--- src/rtl/tomasulo_pkg.sv ---
// Shared types for the Tomasulo load path.
//   TAG_W / REG_W / DATA_W / ADDR_W : widths of station tags, register ids,
//                                     data words and effective addresses
//   load_req_t                      : one queued load {tag, dest, addr}
//   lsu_state_e                     : load unit FSM states
package tomasulo_pkg;

   localparam int TAG_W  = 4;
   localparam int REG_W  = 3;
   localparam int DATA_W = 16;
   localparam int ADDR_W = 16;

   typedef struct packed {
      logic [TAG_W-1:0]  tag;
      logic [REG_W-1:0]  dest;
      logic [ADDR_W-1:0] addr;
   } load_req_t;

   typedef enum logic [1:0] {
      IDLE,
      ACCESS,
      BROADCAST
   } lsu_state_e;

endpackage

--- src/rtl/load_request_fifo.sv ---
// In-order request buffer between the load reservation station and the
// memory-access FSM.
//   clk_i, rst_i : clock, synchronous active-high reset
//   push_i       : enqueue data_i (ignored when full)
//   data_i       : request to enqueue
//   pop_i        : dequeue head (ignored when empty)
//   data_o       : current head entry (valid while !empty_o)
//   full_o       : no free entries
//   empty_o      : no entries
//   count_o      : entries in use
module load_request_fifo
   import tomasulo_pkg::*;
#(
   parameter int DEPTH = 4
) (
   input  logic                     clk_i,
   input  logic                     rst_i,
   input  logic                     push_i,
   input  load_req_t                data_i,
   input  logic                     pop_i,
   output load_req_t                data_o,
   output logic                     full_o,
   output logic                     empty_o,
   output logic [$clog2(DEPTH):0]   count_o
);

   localparam int PTR_W = $clog2(DEPTH);
   localparam logic [PTR_W-1:0] PTR_ONE  = PTR_W'(1);
   localparam logic [PTR_W:0]   CNT_ONE  = (PTR_W+1)'(1);
   localparam logic [PTR_W:0]   FULL_CNT = (PTR_W+1)'(DEPTH);

   load_req_t        mem_q [DEPTH];
   logic [PTR_W-1:0] wr_ptr_q;
   logic [PTR_W-1:0] rd_ptr_q;
   logic [PTR_W:0]   count_q;
   logic             push_ok;
   logic             pop_ok;

   assign full_o  = (count_q == FULL_CNT);
   assign empty_o = (count_q == '0);
   assign count_o = count_q;
   assign data_o  = mem_q[rd_ptr_q];

   // Fullness comes from the registered count, so a push while full is
   // dropped even when a pop frees a slot at the same edge.
   assign push_ok = push_i && !full_o;
   assign pop_ok  = pop_i && !empty_o;

   always_ff @(posedge clk_i) begin
      if (rst_i) begin
         wr_ptr_q <= '0;
         rd_ptr_q <= '0;
         count_q  <= '0;
      end else begin
         // Power-of-two depth: pointers wrap by natural overflow.
         if (push_ok) wr_ptr_q <= wr_ptr_q + PTR_ONE;
         if (pop_ok)  rd_ptr_q <= rd_ptr_q + PTR_ONE;
         case ({push_ok, pop_ok})
            2'b10:   count_q <= count_q + CNT_ONE;
            2'b01:   count_q <= count_q - CNT_ONE;
            default: count_q <= count_q;
         endcase
      end
   end

   // Entry storage carries data only and needs no reset.
   always_ff @(posedge clk_i) begin
      if (push_ok) mem_q[wr_ptr_q] <= data_i;
   end

endmodule

--- src/rtl/load_memory_unit.sv ---
// Memory-access stage for issued loads. Buffers requests in order, reads a
// local data memory with fixed latency and broadcasts each result on the
// CDB under a request/grant handshake.
//   clock, reset                     : clock, synchronous active-high reset
//   requestEnable/Register/Address/Tag : incoming load request
//   requestReady                     : buffer not full
//   memWriteEnable/Addr/Data         : preload/store write port
//   cdbRequest, cdbGrant             : CDB arbiter handshake
//   cdbTag, cdbDest, cdbData         : broadcast result (zero when idle)
//   occupancy                        : buffered requests
//   overflow                         : sticky, push attempted while full
module load_memory_unit
   import tomasulo_pkg::*;
#(
   parameter int FIFO_DEPTH  = 4,
   parameter int MEM_LATENCY = 2,
   parameter int ADDR_BITS   = 8
) (
   input  logic                          clock,
   input  logic                          reset,
   input  logic                          requestEnable,
   input  logic [2:0]                    requestRegister,
   input  logic [15:0]                   requestAddress,
   input  logic [3:0]                    requestTag,
   output logic                          requestReady,
   input  logic                          memWriteEnable,
   input  logic [ADDR_BITS-1:0]          memWriteAddr,
   input  logic [15:0]                   memWriteData,
   output logic                          cdbRequest,
   input  logic                          cdbGrant,
   output logic [3:0]                    cdbTag,
   output logic [2:0]                    cdbDest,
   output logic [15:0]                   cdbData,
   output logic [$clog2(FIFO_DEPTH):0]   occupancy,
   output logic                          overflow
);

   localparam int CNT_W = (MEM_LATENCY > 1) ? $clog2(MEM_LATENCY) : 1;
   localparam logic [CNT_W-1:0] CNT_INIT = CNT_W'(MEM_LATENCY - 1);
   localparam logic [CNT_W-1:0] CNT_ONE  = CNT_W'(1);

   logic [DATA_W-1:0]    mem_q [2**ADDR_BITS];

   lsu_state_e           state_q;
   logic [CNT_W-1:0]     cnt_q;
   logic [TAG_W-1:0]     cur_tag_q;
   logic [REG_W-1:0]     cur_dest_q;
   logic [ADDR_BITS-1:0] cur_addr_q;
   logic                 req_q;
   logic [TAG_W-1:0]     cdb_tag_q;
   logic [REG_W-1:0]     cdb_dest_q;
   logic [DATA_W-1:0]    cdb_data_q;
   logic                 overflow_q;

   load_req_t            push_req;
   load_req_t            head;
   logic                 fifo_full;
   logic                 fifo_empty;
   logic                 pop;
   logic                 unused_addr_hi;

   assign push_req.tag  = requestTag;
   assign push_req.dest = requestRegister;
   assign push_req.addr = requestAddress;

   // Address bits above the memory index are carried but never used.
   assign unused_addr_hi = ^head.addr[ADDR_W-1:ADDR_BITS];

   // Pop from IDLE, or at a granted broadcast so the next load goes
   // straight back into ACCESS. req_q is always set in BROADCAST, so a
   // grant without a pending request never reaches this term.
   assign pop = !fifo_empty &&
                ((state_q == IDLE) || ((state_q == BROADCAST) && cdbGrant));

   load_request_fifo #(
      .DEPTH (FIFO_DEPTH)
   ) u_fifo (
      .clk_i   (clock),
      .rst_i   (reset),
      .push_i  (requestEnable),
      .data_i  (push_req),
      .pop_i   (pop),
      .data_o  (head),
      .full_o  (fifo_full),
      .empty_o (fifo_empty),
      .count_o (occupancy)
   );

   assign requestReady = !fifo_full;
   assign overflow     = overflow_q;
   assign cdbRequest   = req_q;
   assign cdbTag       = cdb_tag_q;
   assign cdbDest      = cdb_dest_q;
   assign cdbData      = cdb_data_q;

   // Data memory write port. Reads below see the pre-write value when
   // both hit the same address at the same edge.
   always_ff @(posedge clock) begin
      if (memWriteEnable) mem_q[memWriteAddr] <= memWriteData;
   end

   always_ff @(posedge clock) begin
      if (reset) begin
         state_q    <= IDLE;
         cnt_q      <= '0;
         req_q      <= 1'b0;
         cdb_tag_q  <= '0;
         cdb_dest_q <= '0;
         cdb_data_q <= '0;
         overflow_q <= 1'b0;
      end else begin
         if (requestEnable && fifo_full) overflow_q <= 1'b1;

         case (state_q)
            IDLE: begin
               if (pop) begin
                  cur_tag_q  <= head.tag;
                  cur_dest_q <= head.dest;
                  cur_addr_q <= head.addr[ADDR_BITS-1:0];
                  cnt_q      <= CNT_INIT;
                  state_q    <= ACCESS;
               end
            end

            ACCESS: begin
               if (cnt_q != '0) begin
                  cnt_q <= cnt_q - CNT_ONE;
               end else begin
                  cdb_data_q <= mem_q[cur_addr_q];
                  cdb_tag_q  <= cur_tag_q;
                  cdb_dest_q <= cur_dest_q;
                  req_q      <= 1'b1;
                  state_q    <= BROADCAST;
               end
            end

            BROADCAST: begin
               if (cdbGrant) begin
                  req_q      <= 1'b0;
                  cdb_tag_q  <= '0;
                  cdb_dest_q <= '0;
                  cdb_data_q <= '0;
                  if (pop) begin
                     cur_tag_q  <= head.tag;
                     cur_dest_q <= head.dest;
                     cur_addr_q <= head.addr[ADDR_BITS-1:0];
                     cnt_q      <= CNT_INIT;
                     state_q    <= ACCESS;
                  end else begin
                     state_q <= IDLE;
                  end
               end
            end

            default: state_q <= IDLE;
         endcase
      end
   end

endmodule

--- config.mk ---
export PLATFORM = sky130hd
export DESIGN_NAME = load_memory_unit
export DESIGN_NICKNAME = d
export VERILOG_FILES = /design/src/rtl/tomasulo_pkg.sv /design/src/rtl/load_request_fifo.sv /design/src/rtl/load_memory_unit.sv
export SDC_FILE = /design/constraint.sdc
export NUM_CORES = 2
export LEC_CHECK = 0
export CORE_MARGIN = 4
export CORE_UTILIZATION = 40
export DETAILED_ROUTE_END_ITERATION = 8
export PLACE_DENSITY = 0.66
export RECOVER_POWER = 25
export SLEW_MARGIN = 20
export SYNTH_ARGS = -nofsm -noshare
export SYNTH_HDL_FRONTEND = slang
export SYNTH_HIERARCHICAL = 1
export SYNTH_MEMORY_MAX_BITS = 65536
export SYNTH_SLANG_ARGS = --single-unit
--- constraint.sdc ---
create_clock -name clock -period 3.1 [get_ports clock]
set_clock_uncertainty 0.1 [all_clocks]
set_input_delay 0.465 -clock clock [delete_from_list [all_inputs] [get_ports clock]]
set_output_delay 0.465 -clock clock [all_outputs]
set_load 0.005 [all_outputs]
==> metrics.txt <==
initial drt markers 12.3k; Slew headroom -89.3%; HP Class in2reg; Synth Cell Area 163,000 µm²; clock-pin slew on the worst setup and hold paths 70 ps; Max-Cap Viols 14; startpoint types register; Final Hold Fails 0; die width 646 µm; largest fanout on the critical path 17; HPWL Detailed 280,000 µm; RSZ-0062 raised after global routing true; Setup violations, final 56; all-layer global routing usage 21.1%; H-tree depth 5; setup ws final -134 ps; drt first pass iters 6; gr ovfl total 0; routed via count 84.5k; Ys Warns 6; crit path cell chain inv_1 -> nor2_2 -> buf_12 -> nor3_1 -> buf_4 -> nor3_2 -> buf_4 -> nor4_2 -> buf_4 -> nor4_4 -> a32o_1; fin area 196,000 µm²; Die Footprint 417,000 µm²; CTS tree yes; max-slew violation count 1,165; Sinks on Clock Net 4,216; port buffer count 72; Critical Path AT 4060 ps; worst skew pair latency 980 ps; synthesized area per cell 21.9 µm²; Area after DPL 180,000 µm²; worst-margin pin slew 2840 ps; element type at the critical path end register; global-route wire length before repair 636,000 µm; Final #Nets 8,765; effective utilization at floorplan 40.1%; status finished, violations left; CP required 3920 ps; slowest cell delay on critical path 590 ps; pwr/cell area 873 nW/µm²; Worst path slowest cell dfxtp_4; DIE HEIGHT 646 µm; vias in the first global route 84.1k; crit share post-route 104%; buffer depth of the longest clock path 4; Residual DRC 0; routability cong. 0.892; # IOs 81; CTS Root Cell clkbuf_16; Lkg Pwr 63.2 nW; Vias/cell 5.83; Overall Power 172 mW; Synth-to-Final Area Change 20.7%; largest net degree at the start of global routing 125; final wirelength 451,000 µm; Num CTS Buffers 413; core area 406,000 µm²; syn nets 7,507; Post-Synthesis Cells 7,449; CP Class reg2reg; DR WL/cell 31.1 µm; fmax 309 MHz; violated checks capacitance limit, slew limit, setup timing; initial antenna violation count 21; most frequent cell on the critical path buf_4; Routed Antenna Nets 0; maximum VDD drop 0.532 mV; min Tclk post-route 3230 ps; layout cells sized above 1 33.5%; Rows 234
-- worst paths after layout --
kind,slack (ps),start,to,cells past startpoint
setup / recovery,-130,register,cdbData[3],11
hold / removal,90,requestEnable,overflow,3
setup reg to reg,-130,register,cdbData[3],11
hold reg to reg,400,overflow,overflow,2
-- cell type report --
cell class | instances | area (µm²)
fillers | 32200 | 209000
flip-flops and latches | 4216 | 126000
multi-input cells | 2775 | 35000
repair buffers | 1284 | 15300
clock buffers | 503 | 10800
well taps | 5428 | 6790
clock inverters | 251 | 2310
inverters | 17 | 75.1
diodes | 19 | 47.5
-- report_power, final --
part           total, mW  internal (mW)  leakage [nW]  switching, mW
Combinational       58.5           27.1          18.9           31.3
Sequential          64.0           63.2          37.9          0.812
Clock               49.0           27.8          6.42           21.2
Total                172            118          63.2           53.4
-- placed cells by master (no fill, tap or decap), types with 16 or more instances in the layout --
cell type        count
nand2_1            129
nor2_2              67
clkbuf_2            22
dfxtp_1             37
diode_2             19
clkbuf_1            98
nand3_1             37
inv_6               16
buf_4              702
a211oi_1            24
buf_12             361
mux2_2              45
nor2b_1             23
o21ai_0             22
a21oi_1            108
buf_16              31
buf_6               45
clkinvlp_4          20
clkinv_2            90
nand4_1             16
nor3_1              33
clkbuf_16          424
o211ai_1            22
clkinv_1            79
mux2i_1            427
dlygate4sd3_1       34
a22oi_1             33
bufinv_16           36
o221ai_1           128
edfxtp_1          4171
o22ai_1             98
nor2_1             288
clkdlybuf4s50_1     41
mux4_2             926
-- routing by layer --
layer  GRT usage, %  wire length (µm)  vias up  part of all wire, %
met5              0                56        -                0.012
met4           8.44             20700       10                  4.6
met3           4.14             47100      855                   10
met2           33.6            213000     4878                   47
met1           28.8            169000    44700                   38
li1               -                 -    34100                    -
-- timing repair --
action / CTS / global route
setup endpoints to repair: 16 / 16
hold buffers: 19 / 0
cloned: 9 / 8
pin swaps: 29 / 45
setup buffers: 65 / 88
hold endpoints to repair: 456 / 0
resized for setup: 202 / 139
-- worst max-delay path: cells and delay by family, from the launching register on --
family                 cells  cell delay (ps)
AO/OA/AOI/OAI              1              230
buffers and inverters      5             1040
flip-flops                 1              590
AND/OR/NAND/NOR            5             1190
-- state kept, by name, summed over array words and instances (netlist names), named ones only --
signal and flops:
cdbData 16, cdbDest 3, cdbRequest 1, cdbTag 4, cnt_q 1, cur_addr_q 8, cur_dest_q 3, cur_tag_q 4
mem_q 4096, overflow 1, state_q 2, u_fifo/count_o 3, u_fifo/mem_q 60, u_fifo/rd_ptr_q 2, u_fifo/wr_ptr_q 2
-- through the flow --
stage / setup TNS [ps] / cells / hold WS, ps / setup slack, ps / utilization (%)
after floorplan: 0 / 7449 / 344 / 370 / -
after global placement: -51730 / 13500 / 359 / -1250 / 44.4
after detailed placement: -60500 / 13500 / 391 / -1190 / 44.4
after CTS: -812 / 14400 / 1.80 / -113 / 48.1
after global routing: -17750 / 14500 / 89.0 / -171 / 48.4
final: -1440 / 14500 / 91.7 / -134 / 48.4
Note: power is estimated with default switching activity, not from simulation.
